--- src/rtl/qupls_alu_sequencer.sv ---
// Issue-side sequencer for the Qupls ALU lane: launches one op at a time, holds operands
// through multi-cycle mul/div, and hands the captured result to writeback with valid/ready.
module qupls_alu_sequencer #(
    parameter int WID     = 64,
    parameter int TAGW    = 9,
    parameter int DIV_TMO = 255
) (
    input  logic            clk,
    input  logic            rst,
    input  logic            flush,
    input  logic            iss_v,
    output logic            iss_rdy,
    input  logic [1:0]      iss_kind,
    input  logic            iss_sgn,
    input  logic [TAGW-1:0] iss_tag,
    output logic            alu_ld,
    output logic            alu_div,
    output logic            op_hold,
    input  logic [WID-1:0]  alu_o,
    input  logic            alu_mul_done,
    input  logic            alu_div_done,
    input  logic            alu_div_dbz,
    output logic            wb_v,
    input  logic            wb_rdy,
    output logic [TAGW-1:0] wb_tag,
    output logic [WID-1:0]  wb_res,
    output logic [1:0]      wb_exc
);

    typedef enum logic [2:0] {IDLE, LOAD, MWAIT, DWAIT, CAPT} state_t;

    localparam logic [1:0] KIND_MUL = 2'd1;
    localparam logic [1:0] KIND_DIV = 2'd2;
    localparam logic [1:0] EXC_NONE = 2'd0;
    localparam logic [1:0] EXC_DBZ  = 2'd1;
    localparam logic [1:0] EXC_TMO  = 2'd2;
    localparam logic [7:0] TMO_LAST = 8'(DIV_TMO - 1);

    state_t          state;
    logic [1:0]      kind;
    logic            sgn;
    logic [TAGW-1:0] tag;
    logic [7:0]      tmo;
    logic [1:0]      cap_exc;

    // Gating with rst keeps the sequencer from advertising space while reset is held.
    always_comb begin
        iss_rdy = rst & (state == IDLE) & ~flush;
    end

    always_ff @(posedge clk or negedge rst) begin
        if (!rst) begin
            state   <= IDLE;
            kind    <= 2'd0;
            sgn     <= 1'b0;
            tag     <= '0;
            tmo     <= 8'd0;
            cap_exc <= EXC_NONE;
            alu_ld  <= 1'b0;
            alu_div <= 1'b0;
            op_hold <= 1'b0;
            wb_v    <= 1'b0;
            wb_tag  <= '0;
            wb_res  <= '0;
            wb_exc  <= EXC_NONE;
        end else begin
            alu_ld <= 1'b0;
            if (wb_v && wb_rdy)
                wb_v <= 1'b0;

            if (flush) begin
                state   <= IDLE;
                wb_v    <= 1'b0;
                tmo     <= 8'd0;
                op_hold <= 1'b0;
                alu_div <= 1'b0;
            end else begin
                case (state)
                    IDLE: begin
                        if (iss_v) begin
                            kind    <= iss_kind;
                            sgn     <= iss_sgn;
                            tag     <= iss_tag;
                            alu_ld  <= 1'b1;
                            op_hold <= 1'b1;
                            alu_div <= (iss_kind == KIND_DIV) & iss_sgn;
                            state   <= LOAD;
                        end
                    end
                    LOAD: begin
                        tmo     <= 8'd0;
                        cap_exc <= EXC_NONE;
                        if (kind == KIND_MUL)
                            state <= MWAIT;
                        else if (kind == KIND_DIV)
                            state <= DWAIT;
                        else
                            state <= CAPT;
                    end
                    // tmo==0 marks the first MWAIT cycle, where mul_done is left over from a prior op.
                    MWAIT: begin
                        if (tmo == 8'd0)
                            tmo <= 8'd1;
                        else if (alu_mul_done)
                            state <= CAPT;
                    end
                    DWAIT: begin
                        tmo     <= tmo + 8'd1;
                        alu_div <= sgn;
                        if (tmo >= 8'd2 && alu_div_done) begin
                            cap_exc <= alu_div_dbz ? EXC_DBZ : EXC_NONE;
                            state   <= CAPT;
                        end else if (tmo == TMO_LAST) begin
                            cap_exc <= EXC_TMO;
                            state   <= CAPT;
                        end
                    end
                    CAPT: begin
                        if (!wb_v || wb_rdy) begin
                            wb_v    <= 1'b1;
                            wb_res  <= (cap_exc == EXC_TMO) ? '0 : alu_o;
                            wb_tag  <= tag;
                            wb_exc  <= cap_exc;
                            op_hold <= 1'b0;
                            alu_div <= 1'b0;
                            state   <= IDLE;
                        end
                    end
                    default: state <= IDLE;
                endcase
            end
        end
    end

endmodule
--- config.mk ---
export PLATFORM = sky130hd
export DESIGN_NAME = qupls_alu_sequencer
export DESIGN_NICKNAME = d
export VERILOG_FILES = /design/src/rtl/qupls_alu_sequencer.sv
export SDC_FILE = /design/constraint.sdc
export NUM_CORES = 1
export LEC_CHECK = 0
export CORE_MARGIN = 4
export CORE_UTILIZATION = 30
export CTS_CLUSTER_DIAMETER = 50
export CTS_CLUSTER_SIZE = 16
export DETAILED_ROUTE_END_ITERATION = 16
export SLEW_MARGIN = 5
export SYNTH_ARGS = -nofsm -noshare
export SYNTH_HDL_FRONTEND = slang
export SYNTH_SLANG_ARGS = --single-unit
--- constraint.sdc ---
create_clock -name clk -period 5.15 [get_ports clk]
set_clock_uncertainty 0.05 [all_clocks]
set_input_delay 0.515 -clock clk [delete_from_list [all_inputs] [get_ports clk]]
set_output_delay 0.515 -clock clk [all_outputs]
set_load 0.005 [all_outputs]
# Word level (Yosys, flattened, before mapping)
# Index checks and enable logic that the tools add are counted.
# Widths: inputs -> output; s select.
# classes
addsub	1
order_cmp	1
n_eq_ne	16
muxes	32
bitwise_logic	4
reduce_logical	17
# ops
operator	count
$mux 64	1
$mux 3	9
$pmux 8 s3	1
$ne 3x3->1 const B	6
$mux 8	2
$pmux 3 s5	1
$reduce_and 3->1	5
$mux 1	13
$add 8x1->8 const B	1
$eq 8x8->1 const B	1
$ge 8x2->1 const B	1
$logic_not 8->1	1
$reduce_bool 4->1	2
$eq 2x2->1 const B	3
$eq 3x2->1 const B	2
$reduce_and 5->1	1
$mux 2	2
$ne 4x4->1 const B	1
$pmux 2 s2	1
$and 1x1->1	3
$eq 3x1->1 const B	1
$eq 3x3->1 const B	1
$logic_not 3->1	1
$pmux 1 s3	1
9 further kinds	10
# word_totals
register_bits	104
in_bits	84
out_inout_bits	80
elab_cells	84

# Logic depth before layout (Yosys ltp)
# Gate-level depths: netlist of the first run.
# logic_depth
word_depth	5
depth_mapped	8
depth_no_buf	6

# Worst setup path after synthesis of the first run
# No wires, ideal clock.
# synth_path
kind	input -> register
start	input port flush
end	register wb_exc[1]
setup_time_ns	0.128
arrival_ns	1.593
required_ns	4.972
setup_slack_ns	3.380
path_stages	6
path_buffers	3
cell_sequence	buf_2 > inv_1 > nand4b_1 > buf_2 > buf_2 > mux2_1
# synth_between
elab_chain_cells	2
# synth_lines
item	line	rtl
from (decl)	10	input logic flush,
$not 1->1 (no line)	--	
$reduce_and 3->1 (no line)	--	
to (signal assigned)	123	wb_exc <= cap_exc;
to (decl)	27	output logic [1:0] wb_exc
# No other way between the ends.
# A chain may end at the register's enable or synchronous reset.

# Worst setup path after layout of the first run
# layout_path
start	input port flush
end	output port iss_rdy
# layout_between
elab_chain_cells	2
# layout_lines
item	line	rtl
$not 1->1 (no line)	--	
$and 1x1->1	48	iss_rdy = rst & (state == IDLE) & ~flush;
to (decl)	12	output logic iss_rdy,
# No other way between the ends.

==> results of run 1 <==
==> sequential cells by signal, summed over array words and instances, names as in the netlist, 2 cells and up <==
signal / cells
wb_res: 64
tmo: 8
cap_exc: 2
tag: 9
state: 3
kind: 2
wb_exc: 2
wb_tag: 9
==> final timing paths <==
check	startpoint	to	slack, ns	depth (start not counted)
setup / recovery	flush	iss_rdy	2.52	4
hold / removal	rst	wb_tag[5]$_DFFE_PN0P_	0.10	1
setup reg to reg	state[0]$_DFFE_PN0P_	wb_tag[4]$_DFFE_PN0P_	2.84	4
hold reg to reg	wb_res[57]$_DFFE_PN0P_	wb_res[57]$_DFFE_PN0P_	0.43	2
max in group asynchronous	rst	wb_res[30]$_DFFE_PN0P_	3.73	2
min in group clk	wb_res[57]$_DFFE_PN0P_	wb_res[57]$_DFFE_PN0P_	0.43	2
==> cells in the mapped netlist, drive strengths merged (2+ instances only) <==
library cell and count:
xnor2 2, clkbuf 13, a21o 2, nor2 9, or2 3, nand2b 4
buf 18, and2 3, nor4 3, ha 4, mux2i 2, a31oi 2
nor2b 3, a22o 3, inv 8, nand2 138, dfrtp 104, o21ai 71
a221o 2, a21oi 3, nand4 2, mux2 23, nand3 7
==> routing by layer <==
layer | up-vias | track usage [%]
met5 | - | 0
met4 | 0 | 4.71
met3 | 11 | 2.87
met2 | 93 | 22.9
met1 | 1692 | 16.6
li1 | 1790 | -
==> layout make-up <==
class / instances / area share (%)
Sequential cell: 104 / 40.1
Multi-Input combinational cell: 303 / 25.9
Timing Repair Buffer: 167 / 25.5
Clock buffer: 10 / 3.68
Tap cell: 184 / 3.54
Clock inverter: 6 / 0.790
Inverter: 8 / 0.462
==> placed cells by master, fill, tap and decap left out, types with 2 or more instances in the layout <==
cell type and n:
sky130_fd_sc_hd__o21ai_0 65, sky130_fd_sc_hd__inv_1 8, sky130_fd_sc_hd__a221o_1 2, sky130_fd_sc_hd__nand4_1 2, sky130_fd_sc_hd__nand3_1 6, sky130_fd_sc_hd__mux2_1 19, sky130_fd_sc_hd__dfrtp_1 104, sky130_fd_sc_hd__a21o_1 2
sky130_fd_sc_hd__nor4_4 2, sky130_fd_sc_hd__ha_1 4, sky130_fd_sc_hd__mux2i_1 2, sky130_fd_sc_hd__nor2_1 9, sky130_fd_sc_hd__o21ai_1 6, sky130_fd_sc_hd__a22o_1 3, sky130_fd_sc_hd__clkinvlp_4 3, sky130_fd_sc_hd__nor2b_1 3
sky130_fd_sc_hd__xnor2_1 2, sky130_fd_sc_hd__mux2_2 4, sky130_fd_sc_hd__nand2b_1 3, sky130_fd_sc_hd__nand2_1 138, sky130_fd_sc_hd__and2_1 3, sky130_fd_sc_hd__or2_2 2, sky130_fd_sc_hd__clkbuf_16 9, sky130_fd_sc_hd__clkdlybuf4s50_1 162
sky130_fd_sc_hd__buf_4 5, sky130_fd_sc_hd__a31oi_1 2, sky130_fd_sc_hd__a21oi_1 3
==> cell families (layout without fill, tap and decap cells) <==
family,count (synthesis),in the layout,synth area share [%]
buffers and inverters,39,191,4.22
adders and majority gates,4,4,1.12
muxes,25,25,6.24
DFF,104,104,58.2
AOI/OAI and AO/OA,94,94,12.2
xor gates and xnor gates,2,2,0.392
and+or+nand+nor,178,178,17.7
==> stage by stage <==
stage                     util (%)  setup slack, ns
after floorplan                  -             3.38
after global placement        42.5             2.34
after detailed placement      42.5             2.23
after CTS                     44.5             2.50
after global routing          44.5             2.40
final                         44.5             2.52
==> critical path, delay by kind of cell <==
| kind | cells | cell delay [ns] |
|---|---|---|
| buffers and inverters | 2 | 1.08 |
| AND/OR/NAND/NOR | 2 | 0.47 |
==> power breakdown <==
part | internal, W | switching (W) | total (W)
combinational | 0.000675 | 0.000434 | 0.00111
sequential | 0.00113 | 0.000196 | 0.00133
clock | 0.000347 | 0.000308 | 0.000655
==> run summary, run 1 <==
- most frequent cell on the critical path: sky130_fd_sc_hd__clkdlybuf4s50_1
- Top Metal Used: met4
- synthesis-stage register bit count: 104
- per-cell via count in the routed design: 4.59
- DIE AREA: 0.0169 sq mm
- number of global-route vias before repair: 3,525
- Slew Limit Fails: 0
- Num CTS Buffers: 9
- CP Launch Type: input pin
- Area Growth Syn to Fin: 45.2%
- Yosys top cell by area: sky130_fd_sc_hd__dfrtp_1
- number of nets produced by synthesis: 534
- final worst path period share: 51.1%
- hold buffer count at cts: 0
- largest net degree at the start of global routing: 77
- placed cell count: 766
- post-layout min period: 2.63 ns
- worst min-delay path class: in2async
- mean area per synthesized cell: 10.0 sq um
- final hold violation count: 0
- dominant register cell in the synthesized netlist: sky130_fd_sc_hd__dfrtp_1
- global router's overall resource usage: 13.3%
- row cnt: 44
- largest buffer count on any clock path: 2
- top post-synthesis cells by area: sky130_fd_sc_hd__dfrtp_1 58%, sky130_fd_sc_hd__nand2_1 12%, sky130_fd_sc_hd__o21ai_0 7.3%
- post-synthesis cell area: 0.00447 sq mm
- post-CTS repair timing setup buffer count: 0
- height of the die: 130 microns
- IO Pins: 164
- Slowest Stage Delay on Critical Path: 0.59 ns
- FF/Latch Area: 0.00260 sq mm
- Met2 Routed Length: 5770 microns
- minimum hold slack: 0.101 ns
- Least-Margin Pin Slew: 0.832 ns
- RSZ-0062 raised after global routing: no
- wirelength, routed: 11,300 microns
- Clock Latency Late Sink: 0.34 ns
- initial antenna violation count: 0
- final setup violating endpoints: 0
- worst ir drop on vdd: 0.000157 V
- clk root buf: sky130_fd_sc_hd__clkbuf_16
- CTS H-tree lvls: 3
- post-route design area: 0.00650 sq mm
- CTS tree: yes
- TritonCTS sink count: 104
- cell count after synthesis: 446
- post-route antenna net violation count: 0
- Final Total Pwr: 0.00309 W
- placed wire-length estimate: 8450 microns
- share of final-layout standard cells stronger than drive strength 1: 5.69%
- leakage dissipation: 2.98 nW
- count of input and output buffers: 163
- number of distinct standard cells referenced by the synthesized netlist: 48
- routed wl met3: 726 microns
- slowest cell on the critical path: sky130_fd_sc_hd__clkdlybuf4s50_1
- area of the multi-input gates: 0.00168 sq mm
- number of synthesized flops with an enable pin: 0
- YS warnings: 0
- wire per inst: 14.5 microns
- Finished Layout Cells: 782
- CP Max Fanout: 9
- clock slew at the register clock pins of the worst setup and hold paths: 0.07 ns
- placed inst area: 0.00621 sq mm
- Die Width: 130 microns
- area inside the core boundary: 0.0146 sq mm
- sequence of cells on the critical path: clkdlybuf4s50_1 -> nor4_4 -> and2_1 -> clkdlybuf4s50_1
- routed metal-1 wire length: 4670 microns
- worst path required time: 4.59 ns
- Max-Cap Viols: 0
- portion of synthesized cell area occupied by the leading cell type: 58.2%
- final estimated routing congestion in global placement: 0.790
- endpoint type of the worst setup path: output port
- count of vias placed by the detailed router: 3,586
- category of the most critical setup path: in2out
- number of nets in the finished design: 681
- violation count after the first detailed-routing iteration: 184
- iteration count of the initial detailed-routing pass: 4
- async set or reset register ratio after synthesis: 100%
- total overflow reported by the global router: 0
- # fillers: 1,361
- data arrival time of the critical path: 2.07 ns
- DRC violation count after routing: 0
- post-cts repair resize count: 0
- # diodes: 0
- status: complete, no violations
- pwr dens: 476 mW/mm^2
- share of the yosys chip area belonging to registers: 58.2%
- Starting Density: 30.7%
- Setup TNS Final: 0 ns
- global-route wire length before repair: 17,800 microns
- upper clock frequency limit: 0.380 GHz
- Rel. slew slack: 44.5%
Note: power is estimated with default switching activity, not from simulation.
==> run 2, diff against run 1 <==
clock period = 2.3 ns   (was 5.15 ns; I/O delays follow)
==> run 2 against run 1 <==
Sequential power is 120% higher. Sequential share of layout area is 0.51 points lower. Count of clock-buffer cells in the layout is 2 higher. Routed wire length is 2.4% higher. Die area stayed put. Hold slack better by 0.28 ns. Critical endpoint unchanged. Combinational power is 130% higher. Setup slack worse by 2.4 ns. Clock power is 130% higher. First-iteration DRC count is 21% higher.
==> run summary, run 2 (synthesized netlist as in run 1, its figures left out) <==
- status: complete, no violations
- clock slew at the register clock pins of the worst setup and hold paths: 0.07 ns
- largest net degree at the start of global routing: 105
- slack of the worst reg-to-reg path: 0.38 ns
- category of the most critical setup path: reg2out
- Clock Latency Late Sink: 0.34 ns
- post-CTS repair timing setup buffer count: 0
- number of global-route vias before repair: 3,612
- worst ir drop on vdd: 0.000346 V
- RSZ-0062 raised after global routing: no
- slowest cell on the critical path: sky130_fd_sc_hd__dfrtp_1
- Least-Margin Pin Slew: 0.593 ns
- CTS H-tree lvls: 3
- max reg flops: 64
- total overflow reported by the global router: 0
- Starting Density: 30.7%
- global-route wire length before repair: 18,300 microns
- most common cell after layout, fill and taps aside: sky130_fd_sc_hd__clkdlybuf4s50_1
- iteration count of the initial detailed-routing pass: 4
- final worst path period share: 95.5%
- Die Width: 130 microns
- largest buffer count on any clock path: 2
- Rel. slew slack: 60.5%
- Setup Slack @ Placement: 0.277 ns
- wirelength, routed: 11,600 microns
- placed cell count: 771
- IO Pins: 164
- placed wire-length estimate: 8330 microns
- TritonCTS sink count: 104
- area inside the core boundary: 0.0146 sq mm
- DRC violation count after routing: 0
- violation count after the first detailed-routing iteration: 222
- final estimated routing congestion in global placement: 0.818
- count of input and output buffers: 163
- most frequent cells in the layout: 162 x sky130_fd_sc_hd__clkdlybuf4s50_1, 138 x sky130_fd_sc_hd__nand2_1, 104 x sky130_fd_sc_hd__dfrtp_1
- Num CTS Buffers: 9
- Slowest Stage Delay on Critical Path: 0.51 ns
- CTS tree: yes
- Final Total Pwr: 0.00700 W
- Slew Limit Fails: 0
- per-cell via count in the routed design: 4.58
- DIE AREA: 0.0169 sq mm
- number of nets in the finished design: 687
- setup ws final: 0.104 ns
- final hold violation count: 0
- final setup violating endpoints: 0
- Largest regs: wb_res: 64 flops, tag: 9 flops, wb_tag: 9 flops
- CP Launch Type: flop
- most flop-heavy register: wb_res
- worst path required time: 2.02 ns
- initial antenna violation count: 0
- worst min-delay path class: in2reg
- post-route antenna net violation count: 0
- CP Max Fanout: 10
- data arrival time of the critical path: 1.92 ns
- leakage dissipation: 3.03 nW
- # diodes: 0
- clk root buf: sky130_fd_sc_hd__clkbuf_16
- wire per inst: 14.8 microns
- row cnt: 44
- endpoint type of the worst setup path: output port
- upper clock frequency limit: 0.455 GHz
- height of the die: 130 microns
- count of vias placed by the detailed router: 3,596
- Area Growth Syn to Fin: 47.1%
- pwr dens: 1060 mW/mm^2
- Setup TNS Final: 0 ns
- # fillers: 1,364
- global router's overall resource usage: 13.7%
- sequence of cells on the critical path: nor4_4 -> and2_1 -> clkdlybuf4s50_1
- post-layout min period: 2.20 ns
- share of final-layout standard cells stronger than drive strength 1: 5.66%
- Finished Layout Cells: 785
- Max-Cap Viols: 0
run 2: per-layer routing:
| layer | share of wire, % | global-route usage (%) | vias to the layer above |
|---|---|---|---|
| met4 | 1.6 | 5.01 | 0 |
| li1 | - | - | 1791 |
| met5 | 0 | 0 | - |
| met1 | 42 | 17.8 | 1701 |
| met2 | 50 | 22.6 | 91 |
| met3 | 5.9 | 2.82 | 13 |
run 2: worst max-delay path: cells and delay by family, from the launching register on:
kind | cells | cell delay, ns
buf+inv | 1 | 0.49
flops | 1 | 0.51
simple gates | 2 | 0.57
run 2: through the flow:
stage	hold WS (ns)	utilization, %	instance area, sq um
after floorplan	-0.116	-	4470
after global placement	0.307	43.1	6290
after detailed placement	0.322	43.1	6290
after CTS	0.369	45.1	6580
after global routing	0.390	45.1	6580
final	0.378	45.1	6580
run 2: report_power, final:
part	switching [W]	total, W	internal [W]
clock	0.000628	0.00148	0.000857
combinational	0.000985	0.00254	0.00156
sequential	0.000439	0.00298	0.00254
total	0.00205	0.00700	0.00495
run 2: cell type report:
cell class              instances  area [sq um]  share of cell area (%)
inverters                       8          30.0                   0.456
clock inverters                 1          30.0                   0.456
flip-flops and latches        104          2600                    39.6
repair buffers                173          1760                    26.7
well taps                     184           230                    3.50
multi-input cells             303          1680                    25.6
clock buffers                  12           246                    3.75
run 2: path summary, 6_finish.rpt:
check                                          to            startpoint  cells after the start
max                                       iss_rdy  state[2]$_DFFE_PN0P_                      3
min in group asynchronous     kind[1]$_DFFE_PN0P_                   rst                      3
max reg2reg                    tmo[2]$_DFFE_PN0P_    tmo[2]$_DFFE_PN0P_                      4
min                        wb_res[60]$_DFFE_PN0P_             alu_o[60]                      3
min reg2reg                 wb_tag[0]$_DFFE_PN0P_    tag[0]$_DFFE_PN0P_                      1
max in group asynchronous  wb_res[40]$_DFFE_PN0P_                   rst                      3
run 2: repair_timing:
item                                   4_1_cts  5_1_grt
endpoints found under the hold margin      104        0
hold buffers                                 1        0
resized for setup                            0        0
